[src/rtl/edge_rate_counter.sv]
// Gated edge-rate meter: counts synchronized rising edges of sig_in over a fixed
// window of GATE_CYCLES clocks and tracks min/max edge-to-edge period.
module edge_rate_counter #(
  parameter int GATE_CYCLES = 1000,
  parameter int CNT_W       = 16,
  parameter int SYNC_STAGES = 2
) (
  input  logic             clk,
  input  logic             rst_n,
  input  logic             start,
  input  logic             sig_in,
  output logic             busy,
  output logic             done,
  output logic [CNT_W-1:0] edge_count,
  output logic [CNT_W-1:0] period_min,
  output logic [CNT_W-1:0] period_max,
  output logic             overflow,
  output logic             no_period
);
  localparam int              GW    = (GATE_CYCLES > 2) ? $clog2(GATE_CYCLES) : 1;
  localparam logic [GW-1:0]   GLAST = GW'(GATE_CYCLES - 1);
  localparam logic [CNT_W-1:0] CMAX = '1;

  typedef enum logic [1:0] {S_IDLE, S_GATE, S_DONE} state_t;

  state_t                 state, state_nxt;
  logic [SYNC_STAGES-1:0] sync_pipe;
  logic                   hist, rise;
  logic [GW-1:0]          gate_cnt;
  logic                   gate_last;
  logic [CNT_W-1:0]       edge_cnt, ie_cnt, min_r, max_r;
  logic                   first_seen, ovf_r;
  logic [CNT_W-1:0]       ie_inc, edge_inc;
  logic                   ie_sat, edge_sat;
  logic [CNT_W-1:0]       edge_nxt, ie_nxt, min_nxt, max_nxt;
  logic                   first_nxt, ovf_nxt;

  // Synchronizer and history flop run in every state
  always_ff @(posedge clk or negedge rst_n) begin
    if (!rst_n) begin
      sync_pipe <= '0;
      hist      <= 1'b0;
    end else begin
      sync_pipe <= {sync_pipe[SYNC_STAGES-2:0], sig_in};
      hist      <= sync_pipe[SYNC_STAGES-1];
    end
  end

  assign rise = sync_pipe[SYNC_STAGES-1] & ~hist;

  always_ff @(posedge clk or negedge rst_n) begin
    if (!rst_n) state <= S_IDLE;
    else        state <= state_nxt;
  end

  always_comb begin
    state_nxt = state;
    case (state)
      S_IDLE:  if (start) state_nxt = S_GATE;
      S_GATE:  if (gate_last) state_nxt = S_DONE;
      default: state_nxt = S_IDLE;
    endcase
  end

  always_comb begin
    busy = (state == S_GATE);
    done = (state == S_DONE);
  end

  assign gate_last = (gate_cnt == GLAST);
  assign ie_inc    = (ie_cnt == CMAX) ? CMAX : ie_cnt + 1'b1;
  assign ie_sat    = (ie_inc == CMAX);
  assign edge_inc  = (edge_cnt == CMAX) ? CMAX : edge_cnt + 1'b1;
  assign edge_sat  = (edge_inc == CMAX);

  // Interval on a rise is the saturated (counter + 1), so simultaneous saturation is reported
  always_comb begin
    edge_nxt  = edge_cnt;
    ie_nxt    = ie_inc;
    first_nxt = first_seen;
    min_nxt   = min_r;
    max_nxt   = max_r;
    ovf_nxt   = ovf_r | ie_sat;
    if (rise) begin
      edge_nxt  = edge_inc;
      ovf_nxt   = ovf_r | ie_sat | edge_sat;
      ie_nxt    = '0;
      first_nxt = 1'b1;
      if (first_seen) begin
        if (ie_inc < min_r) min_nxt = ie_inc;
        if (ie_inc > max_r) max_nxt = ie_inc;
      end
    end
  end

  always_ff @(posedge clk or negedge rst_n) begin
    if (!rst_n) begin
      gate_cnt   <= '0;
      edge_cnt   <= '0;
      ie_cnt     <= '0;
      first_seen <= 1'b0;
      min_r      <= CMAX;
      max_r      <= '0;
      ovf_r      <= 1'b0;
    end else if (state == S_IDLE && start) begin
      gate_cnt   <= '0;
      edge_cnt   <= '0;
      ie_cnt     <= '0;
      first_seen <= 1'b0;
      min_r      <= CMAX;
      max_r      <= '0;
      ovf_r      <= 1'b0;
    end else if (state == S_GATE) begin
      gate_cnt   <= gate_cnt + 1'b1;
      edge_cnt   <= edge_nxt;
      ie_cnt     <= ie_nxt;
      first_seen <= first_nxt;
      min_r      <= min_nxt;
      max_r      <= max_nxt;
      ovf_r      <= ovf_nxt;
    end
  end

  // Results load on the last GATE edge so they are visible during the DONE cycle
  always_ff @(posedge clk or negedge rst_n) begin
    if (!rst_n) begin
      edge_count <= '0;
      period_min <= '0;
      period_max <= '0;
      overflow   <= 1'b0;
      no_period  <= 1'b0;
    end else if (state == S_GATE && gate_last) begin
      edge_count <= edge_nxt;
      overflow   <= ovf_nxt;
      if (edge_nxt < CNT_W'(2)) begin
        no_period  <= 1'b1;
        period_min <= '0;
        period_max <= '0;
      end else begin
        no_period  <= 1'b0;
        period_min <= min_nxt;
        period_max <= max_nxt;
      end
    end
  end

endmodule

[config.mk]
export PLATFORM = sky130hd
export DESIGN_NAME = edge_rate_counter
export DESIGN_NICKNAME = d
export VERILOG_FILES = /design/src/rtl/edge_rate_counter.sv
export SDC_FILE = /design/constraint.sdc
export NUM_CORES = 1
export LEC_CHECK = 0
export CAP_MARGIN = 20
export CELL_PAD_IN_SITES_DETAIL_PLACEMENT = 0
export CELL_PAD_IN_SITES_GLOBAL_PLACEMENT = 1
export CORE_ASPECT_RATIO = 2
export CORE_MARGIN = 3
export CORE_UTILIZATION = 41
export CTS_CLUSTER_DIAMETER = 30
export DETAILED_ROUTE_END_ITERATION = 8
export PLACE_DENSITY_LB_ADDON = 0.12
export REMOVE_ABC_BUFFERS = 1
export SLEW_MARGIN = 15
export SYNTH_ARGS = -nofsm -noshare
export SYNTH_HDL_FRONTEND = slang
export SYNTH_SLANG_ARGS = --single-unit
[constraint.sdc]
create_clock -name clk -period 3.6 [get_ports clk]
set_input_delay 0.72 -clock clk [delete_from_list [all_inputs] [get_ports clk]]
set_output_delay 0.72 -clock clk [all_outputs]
set_load 0.05 [all_outputs]
* Word level (Yosys, flattened, before mapping)
Cells that the tools add are included.
Operators by class: bitwise gates (word level) 4, eq/ne operators 9, $add $sub $neg 3, $lt $le $gt $ge 3, multipliers 0, div/mod/pow operators 0, muxes and demuxes 32, shift-type cells 0, reductions and logical operators 7
Operators with widths (number):
- $mux W16 | 20
- $eq A16 B16 Y1 const B | 4
- $add A16 B1 Y16 const B | 2
- $mux W10 | 2
- $gt A16 B16 Y1 | 1
- $lt A16 B16 Y1 | 1
- $lt A16 B2 Y1 const B | 1
- $add A10 B1 Y10 const B | 1
- $eq A10 B10 Y1 const B | 1
- $mux W1 | 7
- $mux W2 | 2
- $pmux W2 S2 | 1
- $reduce_and A2 Y1 | 2
- $reduce_bool A2 Y1 | 2
- $eq A2 B1 Y1 const B | 1
- $eq A2 B2 Y1 const B | 1
- $logic_and A1 B1 Y1 | 2
- $logic_not A2 Y1 | 1
- $ne A2 B1 Y1 const B | 1
- $ne A2 B2 Y1 const B | 1
- $or A1 B1 Y1 | 2
- $and A1 B1 Y1 | 1
- $not A1 Y1 | 1
Word-level totals: RAM bits 0, memories 0, register bits 131, bits in read-only memories 0, logic and storage cells 73, latch bits 0, bits of input ports 4

* Longest topological paths before layout
Gate-level depths: netlist (run 1).
depth after elaboration 8, gate-level depth with buffers 15, mapped depth without buffers 14

* Worst setup path before layout (run 1)
Ideal clock, no wire load.
path type register to register, start register ie_cnt[0], end register period_max[0], setup time 0.123 ns, arrival time 3.361 ns, setup slack 0.116 ns, stages on the path, launching flop included 14, clock period less this slack 3.484 ns, cell sequence dfrtp_1 > ha_1 > nand3_1 > or4_1 > and2_0 > inv_1 > ha_1 > and4_1 > and4_1 > a221oi_2 > clkbuf_1 > nor2_1 > a31oi_1 > a21oi_1
Between the ends: longest elaborated chain between the ends 7, elaborated cells on any way between the ends 8, classes of those cells 1 x add/sub; 1 x order compare; 1 x eq/ne; 5 x mux
Ends and longest elaborated chain:
- start: declaration | RTL line 31 | logic [CNT_W-1:0] edge_cnt, ie_cnt, min_r, max_r;
- start signal: assignment | RTL line 116 | ie_cnt <= ie_nxt;
- $add A16 B1 Y16 / $eq A16 B16 Y1 (equally long branches) | RTL line 71 | assign ie_inc = (ie_cnt == CMAX) ? CMAX : ie_cnt + 1'b1;
- $mux W16 (*) | RTL line 71
- $gt A16 B16 Y1 | RTL line 91 | if (ie_inc > max_r) max_nxt = ie_inc;
- $mux W16 (*) | RTL line 91
- $mux W16 (*) | RTL line 89 | if (first_seen) begin
- $mux W16 (*) | RTL line 84 | if (rise) begin
- $mux W16 (*) | RTL line 135 | if (edge_nxt < CNT_W'(2)) begin
- end signal: assignment | RTL line 142 | period_max <= max_nxt;
- end: declaration | RTL line 16 | output logic [CNT_W-1:0] period_max,
Every way passes the cells marked *; elsewhere a longest branch is shown, timed or not. A chain may end at the register's enable or synchronous reset.

* Final worst setup path (run 1)
start register ie_cnt[0], end register min_r[12]
Between the ends: longest elaborated chain between the ends 8, elaborated cells on any way between the ends 9, classes of those cells 1 x add/sub; 1 x order compare; 1 x eq/ne; 6 x mux
Ends and longest elaborated chain:
- $add A16 B1 Y16 / $eq A16 B16 Y1 (equally long branches) | RTL line 71
- $mux W16 (*) | RTL line 71
- $lt A16 B16 Y1 | RTL line 90 | if (ie_inc < min_r) min_nxt = ie_inc;
- $mux W16 (*) | RTL line 90
- $mux W16 (*) | RTL line 89
- $mux W16 (*) | RTL line 84
- $mux W16 (*) | RTL line 113 | end else if (state == S_GATE) begin
- $mux W16 (*) | RTL line 105 | end else if (state == S_IDLE && start) begin
- end signal: assignment | RTL line 118 | min_r <= min_nxt;
- end: declaration | RTL line 31
Every way passes the cells marked *; elsewhere a longest branch is shown, timed or not. The select of a mux whose other input is x is not followed.

==> flow_summary.toml, run 1 <==
[outcome]
status = "finished, final reports clean"

[yosys]
synth_top_cell_by_area = "dfrtp_1"
yosysTopAreaCellShare = 0.388
avgSynthCellArea_sq_um = 8.57
synth_edf_count = 0
synth.distinct_cells = 65
synth_top_cells_by_area = "dfrtp_1, o21ai_0, ha_1"
syn_inst = 866
synth-main-ff-cell = "dfrtp_1"
synth_area_sq_um = 7420
async_reset_ff_frac = 1.00
ys_seq_area_frac = 0.445
ys_ff_latch = 131
yosys_warnings = 0

[floorplan]
io_pins = 56
fp.dieW_microns = 101
rows = 69
core-area_sq_um = 17800
start_util = 0.417
chipHeight_microns = 196
dieArea_sq_um = 19800

[global_route]
grt_pass1_wl_microns = 37300
grt_pass1_vias = 6964
antenna_found_initial = 0
gr-total-overflow = 0
grt_usage = 0.243
grt_max_degree = 86

[sta]
clock_skew_ps = 10.0
drv_slew = 0
worst_slew_pin_slew_ps = 849
period_share = 0.961
max_freq_mhz = 289
slew_headroom = 0.434
setup_viol = 0
fin_crit_ps = 3460
rsz0062_at_grt = "yes"
hold_viol = 0
fin_ws_ps = 140

[place]
dp_hpwl_microns = 16600
place_congestion = 0.939
placed_cells = 1126
dp_slack_ps = 12.9
dpl_cell_area_sq_um = 8430
port_buffers = 55

[route]
finalWirelength_microns = 23400
vias = 6751
ant_nets = 0
drc = 0
vias_per_cell = 5.79
drtPass1Iterations = 4
wire_per_inst_microns = 20.1
drtIter0Drc = 328

[setup_path]
path_cells = "ha_4 -> and3_1 -> nand3_1 -> xnor2_1 -> nor2_1 -> inv_1 -> ha_1 -> a41oi_2 -> o21ai_0 -> buf_4 -> o311ai_1 -> nand4_1 -> buf_4 -> or2_1 -> buf_12 -> o21ai_0 -> o21ai_0"
cpMostUsedCell = "o21ai_0"
arrival_ps = 3790
max_stage_delay_ps = 390
cpMaxStageDelayCell = "dfrtp_1"
end_kind = "register"
worstPathRequired_ps = 3930
critPathKind = "reg -> reg"
path_max_fanout = 32
start_kind = "register"
ff2ff_setup_slack_ps = 140

[final_layout]
fin_area_sq_um = 9170
layout.cells.most_common_list = "dfrtp_1, o21ai_0, nand2_1"
area_growth_pct = 23.6
n_antenna_cell = 0
n_fill_cell = 1717
stdcell_count = 1165
layout-drive-gt1-share = 0.144
nNetsFinal = 978
final_common_cell = "dfrtp_1"

[cts]
clockBufferDepth = 2
clk_pin_slew_ps = 60
cts.sinks = 131
htree_levels = 4
root_buffer = "clkbuf_16"
cts_buffers = 17
cts_tree = "yes"
clk_latency_ps = 420

[run]
cap_violations = 0

[pwr]
power_mw = 4.31
power_density_nw_per_um2 = 471
leakage_nw = 4.08
ir_worst_vdd_mv = 0.275

[hold_path]
hp-class = "in -> async"
-- layout make-up --
cell class                 count  area (sq um)  share of cell area
inverter                      52           195              0.0213
multi-input combinational    628          3800               0.414
timing repair buffer         110          1030               0.112
clock buffer                  22           464              0.0506
sequential                   131          3300               0.360
clock inverter                 9           108              0.0117
tap                          213           267              0.0291
-- sequential cells by signal, indices dropped and copies added (netlist names), 2 cells and up --
signal,flops
edge_cnt,16
edge_count,16
ie_cnt,16
max_r,16
min_r,16
period_max,16
period_min,16
gate_cnt,10
state,2
sync_pipe,2
-- per-stage QoR --
step / setup TNS [ps] / utilization / hold slack (ps)
after floorplan: -33670 / - / 331
after global placement: -20.0 / 0.474 / 349
after detailed placement: 0 / 0.474 / 343
after CTS: 0 / 0.506 / 366
after global routing: -13.7 / 0.516 / 369
final: 0 / 0.516 / 320
-- cell usage after synthesis, drive strengths merged (6+ instances only) --
| master | count |
|---|---|
| a31oi | 14 |
| nand3 | 50 |
| a211oi | 6 |
| nor2 | 61 |
| buf | 21 |
| ha | 34 |
| nor4 | 10 |
| o21ai | 127 |
| clkbuf | 35 |
| dfrtp | 115 |
| o21a | 9 |
| and4 | 8 |
| xnor2 | 9 |
| nand2b | 7 |
| nor3 | 37 |
| a21oi | 62 |
| nand4 | 20 |
| inv | 51 |
| mux2i | 9 |
| nand2 | 98 |
| dfstp | 16 |
-- worst paths after layout --
| check | endpoint | start | depth (start not counted) |
|---|---|---|---|
| hold reg to reg | sync_pipe[1] | sync_pipe[0] | 0 |
| setup / recovery | min_r[12] | ie_cnt[0] | 17 |
| setup reg to reg | min_r[12] | ie_cnt[0] | 17 |
| max in group asynchronous | ie_cnt[7] | rst_n | 2 |
| hold / removal | edge_count[12] | rst_n | 1 |
| min in group clk | sync_pipe[1] | sync_pipe[0] | 0 |
-- repair_timing --
action / CTS / global route
resized for setup: 1 / 29
hold buffers: 0 / 0
buffers inserted: 0 / 7
setup endpoints to repair: 3 / 64
cloned: 0 / 1
pin swaps: 0 / 5
-- layer usage --
metal	part of all wire	vias up	GRT usage
met1	0.38	3277	0.268
met5	0	-	0
li1	-	3243	-
met3	0.026	66	0.0324
met4	0.054	0	0.136
met2	0.54	165	0.435
-- power by group --
part	switching, mW	total (mW)	leakage (nW)	internal [mW]
clock	0.661	1.71	0.276	1.05
combinational	0.561	0.887	2.21	0.326
sequential	0.147	1.72	1.60	1.57
-- worst max-delay path: cells and delay by family, from the launching register on --
| family | cells | cell delay [ps] |
|---|---|---|
| simple gates | 5 | 1090 |
| buf+inv | 4 | 630 |
| compound gates | 5 | 590 |
| fa+ha+maj | 2 | 510 |
| flops | 1 | 390 |
| xor+xnor | 1 | 140 |
-- kinds of logic after synthesis --
kind of cell | share of synthesized area
AND/OR/NAND/NOR | 0.213
buffers and inverters | 0.0594
XOR/XNOR | 0.0153
AO/OA/AOI/OAI | 0.198
adder cells (fa/ha/maj) | 0.0573
flip-flops | 0.445
multiplexers | 0.0121
Power figures use the tool's default switching activity.
==> run 2: changes to the inputs <==
Settings changed: CORE_UTILIZATION 41 to 49, CTS_CLUSTER_DIAMETER 30 to 120.
Clock period 3.6 ns to 4.25 ns, I/O delays scaled along.
==> run 2 against run 1 <==
Effect of this change:
- critical path depth fell by 3
- worst hold slack improved by 44 ps
- cell count decreased by 3.9%
- sequential share of layout area increased by 1.6 points
- design area decreased by 4.4%
- global-route usage grew 3.7 points
- register-to-register slack better by 130 ps
- worst setup slack better by 130 ps
- critical path type unchanged
- critical endpoint is now period_max[13]
- largest cell class unchanged
- highest routed layer unchanged
==> flow_summary.toml, run 2 (synthesis results as in run 1) <==
[final_layout]
fin_area_sq_um = 8760
n_fill_cell = 1430
utilization = 0.591
multiInputGateArea_sq_um = 3690
area_growth_pct = 18.1
n_antenna_cell = 0
layout.cells.most_common_list = "o21ai_0, dfrtp_1, nand2_1"
stdcell_count = 1120
seq_area_sq_um = 3300
layout-drive-gt1-share = 0.0973
nNetsFinal = 951

[cts]
root_buffer = "clkbuf_16"
clk_latency_ps = 420
cts_buffers = 17
cts_tree = "yes"
clk_pin_slew_ps = 50
clockBufferDepth = 2
post_cts_buffers = 0
cts.sinks = 131
htree_levels = 4
hold_buffers = 0

[floorplan]
core-area_sq_um = 14800
start_util = 0.501
dieArea_sq_um = 16700
fp.dieW_microns = 93.0
rows = 63
io_pins = 56
chipHeight_microns = 180

[route]
finalWirelength_microns = 22200
ant_nets = 0
vias = 6727
wire_per_inst_microns = 19.8
drtIter0Drc = 299
drtPass1Iterations = 7
drc = 0
vias_per_cell = 6.01

[run]
cap_violations = 0

[setup_path]
worstPathRequired_ps = 4590
start_kind = "register"
end_kind = "register"
arrival_ps = 4310
critPathKind = "reg -> reg"
path_max_fanout = 30

[global_route]
grt_pass1_vias = 6808
gr-usage-met3 = 0.0464
grt-busiest-layer = "met2"
gr-total-overflow = 0
grt_pass1_wl_microns = 36500
antenna_found_initial = 0
grt_max_degree = 79
grt_usage = 0.280
met2_usage = 0.506
met1_usage = 0.307

[sta]
period_share = 0.936
rsz0062_at_grt = "no"
tns_ps = 0
timing.hold.ws_ps = 365
slew_headroom = 0.290
hold_viol = 0
clock_skew_ps = 6.26
setup_viol = 0
drv_slew = 0
worst_slew_pin_slew_ps = 1060
fin_crit_ps = 3980
max_freq_mhz = 251

[pwr]
power_density_nw_per_um2 = 391
leakage_nw = 3.92
ir_worst_vdd_mv = 0.381

[place]
placed_cells = 1088
port_buffers = 55
dpl_cell_area_sq_um = 8200
dp_hpwl_microns = 15900
place_congestion = 0.926

[hold_path]
hp-class = "reg -> reg"

[outcome]
status = "finished, final reports clean"
==> run 2: final timing paths <==
kind | cells after the start | to | slack [ps] | startpoint
max | 14 | period_max[13] | 270 | ie_cnt[0]
min | 0 | sync_pipe[1] | 360 | sync_pipe[0]
max reg2reg | 14 | period_max[13] | 270 | ie_cnt[0]
min reg2reg | 0 | sync_pipe[1] | 360 | sync_pipe[0]
max in group asynchronous | 2 | min_r[1] | 3030 | rst_n
min in group asynchronous | 1 | gate_cnt[5] | 440 | rst_n
==> run 2: repair_timing <==
item | in CTS | in global routing
resized for setup | 0 | 2
endpoints found under the hold margin | 0 | 0
setup endpoints to repair | 0 | 64
==> run 2: per-stage QoR <==
stage	worst slack (ps)	total power, mW
2_1_floorplan	-449	1.83
3_3_place_gp	205	2.07
3_5_place_dp	177	2.09
4_1_cts	153	3.44
5_1_grt	7.45	3.59
6_report	273	3.42
==> run 2: metal layers <==
metal	wire [microns]	share of wire
met2	12300	0.55
met1	8060	0.36
met3	672	0.030
met4	1130	0.051
met5	0	0
==> run 2: cell type report <==
cell class	instances	area share
Clock buffer	25	0.0543
Clock inverter	6	0.00657
Inverter	52	0.0223
Multi-Input combinational cell	627	0.421
Sequential cell	131	0.376
Tap cell	195	0.0278
Timing Repair Buffer	84	0.0917
==> run 2: power by group <==
part / leakage, nW / switching [mW] / internal [mW]
combinational: 2.05 / 0.405 / 0.203
clock: 0.261 / 0.517 / 0.827
sequential: 1.61 / 0.142 / 1.33
total: 3.92 / 1.06 / 2.36
==> run 2: worst max-delay path, stage by stage, from the launching register on <==
cell and delay [ps]:
dfrtp_1 440, ha_1 260, nand3_2 230, or4_1 680
and2_0 300, inv_1 130, ha_1 150, nand3_1 70
a21boi_0 280, o311ai_0 220, a221oi_2 430, buf_12 240
nor2_1 60, a211o_1 270, a21oi_1 140
==> run 3: changes to the inputs <==
Settings changed: CORE_UTILIZATION 49 to 41.
Clock period 4.25 ns to 3.5 ns, I/O delays scaled along.
==> run 3 against run 2 <==
Effect of this change:
- power rose by 33%
- register-to-register slack got worse by 160 ps
- worst hold slack got worse by 46 ps
- routed wire length rose by 9.7%
==> flow_summary.toml, run 3 (synthesis results as in run 1) <==
[hold_path]
hp-class = "in -> async"

[setup_path]
critPathBufInv = 2
critPathKind = "reg -> reg"
cpMaxStageDelayCell = "or4_1"
cp_top_family = "simple AND/OR/NAND/NOR gates"
path_cells = "nand4_1 -> or4_1 -> nand2_1 -> ha_1 -> nand4_1 -> nor3_1 -> o311ai_1 -> nand4_1 -> buf_6 -> clkbuf_16 -> a211o_1 -> a21oi_1"
worstPathRequired_ps = 3860
max_stage_delay_ps = 600
path_max_fanout = 16
end_kind = "register"
cpMostUsedCell = "nand4_1"
arrival_ps = 3740
start_kind = "register"

[outcome]
status = "finished, final reports clean"

[sta]
clock_skew_ps = 13.7
drv_slew = 0
rsz0062_at_grt = "yes"
slew_headroom = 0.459
period_share = 0.968
worst_slew_pin_slew_ps = 812
hold_viol = 0
max_freq_mhz = 295
fin_crit_ps = 3390
tns_ps = 0
setup_viol = 0

[place]
port_buffers = 55
dp_hpwl_microns = 17100
placed_cells = 1136
dpl_cell_area_sq_um = 8530
place_congestion = 0.941

[route]
drtPass1Iterations = 5
vias = 6880
drtIter0Drc = 380
finalWirelength_microns = 24300
drc = 0
wire_per_inst_microns = 20.7
ant_nets = 0
vias_per_cell = 5.86

[floorplan]
dieArea_sq_um = 19800
core-area_sq_um = 17800
chipHeight_microns = 196
fp.dieW_microns = 101
start_util = 0.417
rows = 69
io_pins = 56

[global_route]
gr-total-overflow = 0
grt_pass1_vias = 6921
grt_pass1_wl_microns = 37700
antenna_found_initial = 0
grt_max_degree = 77
grt_usage = 0.246

[pwr]
sw_frac_of_total = 0.322
power_mw = 4.56
leakage_nw = 4.17
power_density_nw_per_um2 = 488
clkPwrFrac = 0.394
internal_power_mw = 3.09
combinationalPowerShare = 0.215
ir_worst_vdd_mv = 0.306
switching_power_mw = 1.47
seq_power_share = 0.390

[cts]
clockBufferDepth = 2
htree_levels = 4
cts_buffers = 17
cts_tree = "yes"
clk_pin_slew_ps = 70
cts.sinks = 131
clk_latency_ps = 430
root_buffer = "clkbuf_16"

[final_layout]
seq_area_sq_um = 3300
n_fill_cell = 1688
utilization = 0.525
final_common_cell = "o21ai_0"
stdcell_count = 1175
multiInputGateArea_sq_um = 3810
layout-drive-gt1-share = 0.155
nNetsFinal = 987
fin_area_sq_um = 9330
layout.cells.most_common_list = "o21ai_0, dfrtp_1, nand2_1"
n_antenna_cell = 0
area_growth_pct = 25.8

[run]
cap_violations = 0
[run 3: cell types whose count changed in the layout (fill, tap and decap cells not counted), moves of 4 or more]
cell	before	now
buf_4	27	52
clkbuf_1	6	1
buf_12	3	7
buf_6	0	4
dfrtp_1	115	111
dfrtp_2	0	4
[run 3: power by group through the flow]
stage          registers, mW  clock network, mW  logic (mW)
2_1_floorplan           1.75                  0       0.468
3_3_place_gp            1.78                  0       0.861
3_5_place_dp            1.79                  0       0.872
4_1_cts                 1.76               1.84       0.872
5_1_grt                 1.79               1.89        1.07
6_report                1.78               1.80       0.981
[run 3: layer usage]
layer	part of all wire	wire (microns)	global-route usage
met4	0.042	1020	0.117
met3	0.034	838	0.0327
met1	0.37	8960	0.270
met5	0	0	0
met2	0.55	13500	0.454
[run 3: worst reg2reg max path, cell delays in order (launching register included)]
cell and delay (ps):
dfrtp_1 420, nand4_1 280, or4_1 600, nand2_1 260, ha_1 310, nand4_1 170
nor3_1 70, o311ai_1 120, nand4_1 270, buf_6 220, clkbuf_16 180, a211o_1 300
a21oi_1 140
[run 3: final timing paths]
kind / from / endpoint / slack (ps) / cells after the start
worst max-delay path: ie_cnt[14] / period_min[13] / 110 / 12
worst min-delay path: rst_n / gate_cnt[1] / 320 / 1
max in group asynchronous: rst_n / min_r[2] / 2400 / 2
worst max register to register: ie_cnt[14] / period_min[13] / 110 / 12
worst min register to register: sync_pipe[0] / sync_pipe[1] / 350 / 0
min in group clk: sync_pipe[0] / sync_pipe[1] / 350 / 0
[run 3: metrics by stage]
stage               setup WS, ps  hold WS, ps
floorplan                  -1200          331
global placement           -31.5          348
global route               -51.0          343
CTS                         3.11          332
finish                       113          319
detailed placement          -105          346
[run 3: repair_timing]
item                       CTS  global route
setup endpoints to repair   32            64
gates resized for setup      1            28
hold buffers                 0             0
cloned                       0             3
buffers inserted             0             4
hold endpoints to repair     0             0
pin swaps                    0             8
[run 3: final cells by class]
cell class                 instances  area share
multi-input combinational        628       0.408
sequential                       131       0.354
timing repair buffer             119       0.125
clock buffer                      20      0.0489
tap                              213      0.0286
inverter                          52      0.0209
clock inverter                    12      0.0141
